## src/rtl/rib_uart_tx.sv

```systemverilog
// rtl/rib_uart_tx.sv - memory-mapped 8N1 UART transmitter on the RIB peripheral bus
//
// Purpose: buffers bytes written to TXDATA in a small FIFO and serialises them
// LSB first on tx_o. Raises a level interrupt when the transmitter has drained.
//
// Ports:
//   clk     core clock
//   rst     asynchronous active-high reset
//   req_i   bus access valid this cycle
//   we_i    1 = write, 0 = read
//   addr_i  byte address, only [3:2] decoded (0 CTRL, 1 STATUS, 2 BAUD_DIV, 3 TXDATA)
//   data_i  write data
//   data_o  read data, combinational from addr_i, 0 when req_i = 0
//   tx_o    serial line, idle high, registered
//   irq_o   level interrupt, registered
//
// Optional feature macro: RIB_UART_TX_PARITY_EN (CTRL[2] parity_en, CTRL[3] odd).

module rib_uart_tx #(
    parameter int unsigned FIFO_DEPTH   = 8,
    parameter logic [15:0] BAUD_DIV_RST = 16'd434
) (
    input  logic        clk,
    input  logic        rst,
    input  logic        req_i,
    input  logic        we_i,
    input  logic [31:0] addr_i,
    input  logic [31:0] data_i,
    output logic [31:0] data_o,
    output logic        tx_o,
    output logic        irq_o
);

    localparam int AW = $clog2(FIFO_DEPTH);
    localparam int CW = AW + 1;
`ifdef RIB_UART_TX_PARITY_EN
    localparam int CTRL_W = 4;
`else
    localparam int CTRL_W = 2;
`endif

    typedef enum logic [2:0] {
        S_IDLE,
        S_START,
        S_DATA,
`ifdef RIB_UART_TX_PARITY_EN
        S_PARITY,
`endif
        S_STOP
    } state_e;

    logic [CTRL_W-1:0] ctrl_q;
    logic [15:0]       baud_q;
    logic [7:0]        mem_q [FIFO_DEPTH];
    logic [AW-1:0]     wptr_q, rptr_q;
    logic [CW-1:0]     count_q, count_d;
    logic              ovf_q, ovf_d;
    state_e            state_q, state_d;
    logic [15:0]       cnt_q, cnt_d;
    logic [7:0]        shift_q, shift_d;
    logic [2:0]        bit_q, bit_d;
    logic              tx_q, tx_d;
    logic              irq_q, irq_d;
`ifdef RIB_UART_TX_PARITY_EN
    logic              par_en_q, par_en_d;
    logic              par_bit_q, par_bit_d;
`endif

    logic [1:0] sel;
    logic       wr, push, pop, push_ok, ovf_set, full, empty, busy;
    logic [7:0] count8;

    assign sel     = addr_i[3:2];
    assign wr      = req_i & we_i;
    assign push    = wr & (sel == 2'd3);
    assign full    = (count_q == CW'(FIFO_DEPTH));
    assign empty   = (count_q == '0);
    assign busy    = (state_q != S_IDLE);
    // A pop in the same cycle frees the slot, so a push into a full FIFO still lands.
    assign push_ok = push & (~full | pop);
    assign ovf_set = push & full & ~pop;
    assign count8  = {{(8 - CW){1'b0}}, count_q};
    assign count_d = count_q + CW'(push_ok) - CW'(pop);
    // A set in the same cycle as a clear wins.
    assign ovf_d   = (ovf_q & ~(wr & (sel == 2'd1) & data_i[3])) | ovf_set;
    assign irq_d   = ctrl_q[1] & empty & (state_q == S_IDLE) & ~push;

    logic unused_bits;
    assign unused_bits = ^{addr_i[31:4], addr_i[1:0], data_i[31:16]};

    // Register read mux.
    always_comb begin
        data_o = '0;
        if (req_i) begin
            case (sel)
                2'd0:    data_o[CTRL_W-1:0] = ctrl_q;
                2'd1:    data_o[15:0] = {count8, 4'b0, ovf_q, empty, full, busy};
                2'd2:    data_o[15:0] = baud_q;
                default: data_o = '0;
            endcase
        end
    end

    // Register file and FIFO bookkeeping.
    always_ff @(posedge clk or posedge rst) begin
        if (rst) begin
            ctrl_q  <= '0;
            baud_q  <= BAUD_DIV_RST;
            wptr_q  <= '0;
            rptr_q  <= '0;
            count_q <= '0;
            ovf_q   <= 1'b0;
        end else begin
            if (wr && sel == 2'd0) begin
                ctrl_q <= data_i[CTRL_W-1:0];
            end
            if (wr && sel == 2'd2) begin
                baud_q <= (data_i[15:0] == 16'd0) ? 16'd1 : data_i[15:0];
            end
            if (push_ok) begin
                wptr_q <= wptr_q + AW'(1);
            end
            if (pop) begin
                rptr_q <= rptr_q + AW'(1);
            end
            count_q <= count_d;
            ovf_q   <= ovf_d;
        end
    end

    // FIFO storage needs no reset; the count guards every read.
    always_ff @(posedge clk) begin
        if (push_ok) begin
            mem_q[wptr_q] <= data_i[7:0];
        end
    end

    // Transmit FSM state register.
    always_ff @(posedge clk or posedge rst) begin
        if (rst) begin
            state_q   <= S_IDLE;
            cnt_q     <= '0;
            shift_q   <= '0;
            bit_q     <= '0;
            tx_q      <= 1'b1;
            irq_q     <= 1'b0;
`ifdef RIB_UART_TX_PARITY_EN
            par_en_q  <= 1'b0;
            par_bit_q <= 1'b0;
`endif
        end else begin
            state_q   <= state_d;
            cnt_q     <= cnt_d;
            shift_q   <= shift_d;
            bit_q     <= bit_d;
            tx_q      <= tx_d;
            irq_q     <= irq_d;
`ifdef RIB_UART_TX_PARITY_EN
            par_en_q  <= par_en_d;
            par_bit_q <= par_bit_d;
`endif
        end
    end

    // Next state. The baud counter reloads from baud_q at each bit boundary, so a
    // BAUD_DIV write mid-frame applies from the next bit on.
    always_comb begin
        state_d   = state_q;
        cnt_d     = cnt_q;
        shift_d   = shift_q;
        bit_d     = bit_q;
        pop       = 1'b0;
`ifdef RIB_UART_TX_PARITY_EN
        par_en_d  = par_en_q;
        par_bit_d = par_bit_q;
`endif
        case (state_q)
            S_IDLE: begin
                if (ctrl_q[0] && !empty) begin
                    pop     = 1'b1;
                    shift_d = mem_q[rptr_q];
                    cnt_d   = baud_q - 16'd1;
                    bit_d   = 3'd0;
                    state_d = S_START;
`ifdef RIB_UART_TX_PARITY_EN
                    // Parity mode and bit are frozen for the whole frame.
                    par_en_d  = ctrl_q[2];
                    par_bit_d = (^mem_q[rptr_q]) ^ ctrl_q[3];
`endif
                end
            end
            S_START: begin
                if (cnt_q == 16'd0) begin
                    cnt_d   = baud_q - 16'd1;
                    state_d = S_DATA;
                end else begin
                    cnt_d = cnt_q - 16'd1;
                end
            end
            S_DATA: begin
                if (cnt_q == 16'd0) begin
                    cnt_d = baud_q - 16'd1;
                    if (bit_q == 3'd7) begin
`ifdef RIB_UART_TX_PARITY_EN
                        state_d = par_en_q ? S_PARITY : S_STOP;
`else
                        state_d = S_STOP;
`endif
                    end else begin
                        shift_d = {1'b0, shift_q[7:1]};
                        bit_d   = bit_q + 3'd1;
                    end
                end else begin
                    cnt_d = cnt_q - 16'd1;
                end
            end
`ifdef RIB_UART_TX_PARITY_EN
            S_PARITY: begin
                if (cnt_q == 16'd0) begin
                    cnt_d   = baud_q - 16'd1;
                    state_d = S_STOP;
                end else begin
                    cnt_d = cnt_q - 16'd1;
                end
            end
`endif
            S_STOP: begin
                if (cnt_q == 16'd0) begin
                    state_d = S_IDLE;
                end else begin
                    cnt_d = cnt_q - 16'd1;
                end
            end
            default: state_d = S_IDLE;
        endcase

        // Line level follows the state being entered so tx_o changes with the state.
        case (state_d)
            S_START:  tx_d = 1'b0;
            S_DATA:   tx_d = shift_d[0];
`ifdef RIB_UART_TX_PARITY_EN
            S_PARITY: tx_d = par_bit_d;
`endif
            default:  tx_d = 1'b1;
        endcase
    end

    assign tx_o  = tx_q;
    assign irq_o = irq_q;

endmodule

```

## config.mk

```make
export PLATFORM = sky130hd
export DESIGN_NAME = rib_uart_tx
export DESIGN_NICKNAME = d
export VERILOG_FILES = /design/src/rtl/rib_uart_tx.sv
export SDC_FILE = /design/constraint.sdc
export NUM_CORES = 1
export LEC_CHECK = 0
export BUFFER_PORTS_ARGS = -buffer_cell sky130_fd_sc_hd__buf_4
export CORE_UTILIZATION = 45
export CTS_CLUSTER_SIZE = 8
export DETAILED_ROUTE_END_ITERATION = 16
export PLACE_DENSITY = 0.7
export SETUP_SLACK_MARGIN = 0.1
export SLEW_MARGIN = 20
export SYNTH_ARGS = -nofsm -noshare
export SYNTH_HDL_FRONTEND = slang
export SYNTH_SLANG_ARGS = --single-unit
```

## constraint.sdc

```tcl
create_clock -name clk -period 5.88 [get_ports clk]
set_clock_uncertainty 0.1 [all_clocks]
set_input_delay 1.176 -clock clk [delete_from_list [all_inputs] [get_ports clk]]
set_output_delay 1.176 -clock clk [all_outputs]
set_load 0.01 [all_outputs]
```

== Word level (Yosys, flattened, before mapping) ==
Memory sizes are Yosys's and may differ from the RTL's.
Index checks and enable logic that the tools add are counted.
Word-level totals
  word-level logic and storage cells: 94
  bits in registers: 61
  output and inout bits: 34
  RAM bits: 64
  input port bits: 68
  memories kept: 1
Operators by class
  reductions and logical operators: 15
  bitwise operators: 17
  $add $sub $neg: 7
  mux-type cells: 27
  eq/ne operators: 14
Memory list
  mem_q: words 8, width 8, rd ports 1, clocked after Yosys merged registers in 0, wr ports 1, line 54  | logic [7:0] mem_q [FIFO_DEPTH];
Operator list (number)
  $mux W16: 5
  $pmux W16 S3: 1
  $logic_not A16 Y1: 2
  $sub A16 B1 Y16 const B: 2
  $pmux W14 S2: 1
  $mux W3: 8
  $mux W8: 3
  $pmux W8 S2: 1
  $pmux W3 S4: 1
  $and A1 B1 Y1: 11
  $add A3 B1 Y3 const B: 3
  $eq A3 B2 Y1 const B: 3
  $eq A3 B1 Y1 const B: 2
  $ne A2 B2 Y1 const B: 3
  $pmux W2 S3: 1
  $pmux W3 S2: 1
  $reduce_bool A3 Y1: 2
  $add A4 B1 Y4: 1
  $eq A2 B2 Y1 const B: 2
  $eq A4 B4 Y1 const B: 1
  $logic_not A4 Y1: 1
  $mux W1: 4
  $not A1 Y1: 4
  $reduce_and A4 Y1: 1
  other kinds (13): 16

== Logic depth before layout (Yosys ltp) ==
  word-level depth: 9
  depth in mapped cells: 12
  gate-level depth less buffers: 12

== Least setup slack after synthesis ==
OpenSTA, ideal clock, no wires.
  path type: input port to output port
  from: input port addr_i[2]
  to: output port data_o[11]
  required time: 4.604 ns
  path buffers: 2
  slack: 2.498 ns
  arrival time: 2.106 ns
  stages on the path: 6
  cell sequence: inv_1 ha_1 clkbuf_1 clkbuf_1 a22oi_1 nor2_1
Between the ends
  longest elaborated chain between the ends: 3
  elaborated cells on any way between the ends: 4
  classes of those cells: eq/ne: 2; mux: 2
RTL lines
  start: declaration: line 27  | input logic [31:0] addr_i,
  $eq A2 B2 Y1 or $eq A2 B1 Y1 (tied branches): line 95  | case (sel)
  $pmux W14 S2 (*): line 95
  $mux W16 (*): line 94  | if (req_i) begin
  end: declaration: line 29  | output logic [31:0] data_o,
Every way passes the cells marked *; elsewhere a longest branch is shown, timed or not.

== Worst setup path in the final report ==
  from: register state_q[2]
  to: register count_q[2]
Between the ends
  longest elaborated chain between the ends: 6
RTL lines
  start: declaration: line 58  | state_e state_q, state_d;
  start signal: assignment: line 152  | state_q <= state_d;
  $logic_not A3 Y1 (*): line 177  | case (state_q)
  $mux W1 (*): line 177
  $or A1 B1 Y1: line 80  | assign push_ok = push & (~full | pop);
  $and A1 B1 Y1: line 80
  $add A4 B1 Y4: line 83  | assign count_d = count_q + CW'(push_ok) - CW'(pop);
  $sub A4 B1 Y4 (*): line 83
  net count_d[2]: line 56  | logic [CW-1:0] count_q, count_d;
  end signal: assignment: line 126  | count_q <= count_d;
  end: declaration: line 56
The timed path passes the listed nets; every way through them passes the cells marked *.
A chain may end at the register's enable or synchronous reset.

==> impl_metrics.env <==
export IMPL_p_per_area_mw_per_mm2=429
export IMPL_p_leak_nw=2.85
export IMPL_critPathArrivalTime_ns=4.06
export IMPL_synthCells=525
export IMPL_clock_latency_ns=0.42
export IMPL_peakVddDrop_mv=0.272
export IMPL_max_freq_mhz=260
export IMPL_clkTransAtPathRegs_ns=0.06
export IMPL_first_pass_iters=6
export IMPL_overflow=0
export IMPL_via_per_inst=5.82
export IMPL_yosysSeqAreaShare_pct=54.2
export IMPL_die_w_um=121
export IMPL_ys_ff_latch=125
export IMPL_post_cts_buffers=0
export IMPL_slew_violations=0
export IMPL_ys_flop_type="edfxtp_1"
export IMPL_finalWirelength_um=14100
export IMPL_pin_count=102
export IMPL_crit_fanout=17
export IMPL_antenna_found_initial=0
export IMPL_post_place_ws_ns=2.15
export IMPL_async_flop_share_pct=48.8
export IMPL_worst_setup_path_end_kind="register"
export IMPL_rsz0062_at_grt="false"
export IMPL_crit_path_start_kind="register"
export IMPL_die_h_um=121
export IMPL_ys_warn_count=0
export IMPL_period_share_pct=65.5
export IMPL_synth_edff_count=64
export IMPL_fp_coreArea_mm2=0.0139
export IMPL_final_hold_violation_count=0
export IMPL_drc_errors=0
export IMPL_root_buffer="clkbuf_16"
export IMPL_rows=43
export IMPL_slew_headroom_pct=21.1
export IMPL_cts_made_buffers=17
export IMPL_ant_nets=0
export IMPL_gp_congestion=0.961
export IMPL_post_route_util_pct=52.8
export IMPL_drive_gt1_share_pct=23.0
export IMPL_setup_viol=0
export IMPL_antenna_cells=0
export IMPL_grt_max_degree=62
export IMPL_yosys_area_top_type="edfxtp_1"
export IMPL_tightest_slew_ns=1.18
export IMPL_synth_area_per_cell_um2=12.2
export IMPL_vias=4394
export IMPL_cts_sinks=125
export IMPL_synth_area_leaders="edfxtp_1 (30%), dfrtp_1 (22%), mux4_2 (5.6%)"
export IMPL_min_period_ns=3.85
export IMPL_worstSetupPathType="register to register"
export IMPL_die_area_mm2=0.0147
export IMPL_io_buffers=39
export IMPL_design_final_nets=649
export IMPL_cts_tree="done"
export IMPL_setup_slack_ns=2.03
export IMPL_synth_area_mm2=0.00638
export IMPL_initial_core_util_pct=46.0
export IMPL_dp_hpwl_um=9520
export IMPL_holdBufCountCts=0
export IMPL_ctsLongestPathBuffers=2
export IMPL_grtUsageTotal_pct=20.5
export IMPL_wl_per_cell_um=18.7
export IMPL_grt_pass1_vias=4319
export IMPL_outcome="finished clean"
export IMPL_synth_top_area_share_pct=30.1
export IMPL_tns_ns=0
export IMPL_synth_distinct_cells=67
export IMPL_ctsResizeCount=0
export IMPL_cap_violations=0
export IMPL_required_ns=6.09
export IMPL_first_iter_violations=275
export IMPL_grt_pass1_wl_um=22600
export IMPL_hold_class="register to register"
export IMPL_htreeDepth=4
export IMPL_area_growth_pct=14.9
==> placed cells by master, fill, tap and decap left out, drive strengths merged, types with 3 or more instances in the layout <==
master   count
and3         9
clkbuf      18
a2bb2oi      5
nand4        4
nand3       13
o31a         3
a211oi       6
o31ai        3
dfrtp       55
nand2b       4
conb        17
nor2        40
o21ai       12
dfstp        6
o22ai        5
nand2       35
a221o        6
nor3b        3
xnor2        9
xor2        10
nor4b        3
mux2        18
nor4        16
inv         23
nor3        17
or4          6
ha          18
a21oi       13
mux4        16
edfxtp      64
clkinv       7
buf         46
a22oi        8
a31oi       13
mux2i       12
==> sequential cells by signal, summed over array words and instances, names as in the netlist, 2 cells and up <==
signal,flops
baud_q,16
bit_q,3
cnt_q,16
count_q,4
ctrl_q,2
mem_q,64
rptr_q,3
shift_q,8
state_q,3
wptr_q,3
==> cells in the mapped netlist (14+ instances only) <==
cell type / n
mux2_2: 18
edfxtp_1: 64
nor4_1: 14
buf_4: 17
nor2_1: 40
nand2_1: 35
inv_1: 18
dfrtp_1: 55
mux4_2: 16
clkbuf_1: 19
nor3_1: 16
ha_1: 18
==> stage by stage <==
stage | power, mW | area [um2] | hold WS [ns] | instances
after floorplan | 1.93 | 6440 | 0.349 | 541
after global placement | 2.12 | 6770 | 0.366 | 723
after detailed placement | 2.15 | 6770 | 0.383 | 723
after CTS | 3.15 | 7330 | 0.395 | 755
after global routing | 3.31 | 7330 | 0.427 | 755
final | 3.14 | 7330 | 0.395 | 755
==> per-layer routing <==
metal	track usage, %	wire [um]	up-vias
met1	28.2	6480	2159
met3	3.52	737	23
met2	31.5	6590	166
li1	-	-	2046
met5	0	0	-
met4	10.1	284	0
==> worst paths after layout <==
check | startpoint | to | slack (ns) | cells past startpoint
worst max-delay path | state_q[2] | count_q[2] | 2.03 | 9
worst min-delay path | bit_q[1] | bit_q[1] | 0.39 | 2
worst max register to register | state_q[2] | count_q[2] | 2.03 | 9
worst min register to register | bit_q[1] | bit_q[1] | 0.39 | 2
max in group asynchronous | rst | rptr_q[0] | 4.23 | 3
min in group asynchronous | rst | shift_q[7] | 0.90 | 3
==> final cells by class <==
class / instances / area [um2]
Fill cell: 1130 / 6550
Sequential cell: 125 / 3460
Multi-Input combinational cell: 354 / 2670
Clock buffer: 18 / 429
Timing Repair Buffer: 46 / 345
Tap cell: 180 / 225
Clock inverter: 14 / 136
Inverter: 18 / 67.6
==> critical path, cell delays in order (launching register included) <==
cell,delay (ns)
dfrtp_1,0.60
nor3_1,0.39
nand3_1,0.62
a31oi_1,0.68
inv_1,0.21
ha_1,0.33
inv_1,0.05
ha_1,0.21
fa_1,0.38
xor2_1,0.17
==> cell families after synthesis <==
family	after synthesis	share of synthesized area (%)
and+or+nand+nor	161	13.4
DFF	125	54.2
AOI/OAI and AO/OA	92	10.3
buffers and inverters	62	4.88
muxes	46	10.7
adders and majority gates	19	3.84
xor gates and xnor gates	19	2.61
other	1	0.0588
==> where the power goes <==
group	internal, mW	total (mW)	switching [mW]	leakage (nW)
combinational	0.398	0.770	0.372	1.27
sequential	1.09	1.37	0.282	1.30
clock	0.589	1.00	0.412	0.275
total	2.08	3.14	1.07	2.85
Power figures use the tool's default switching activity.
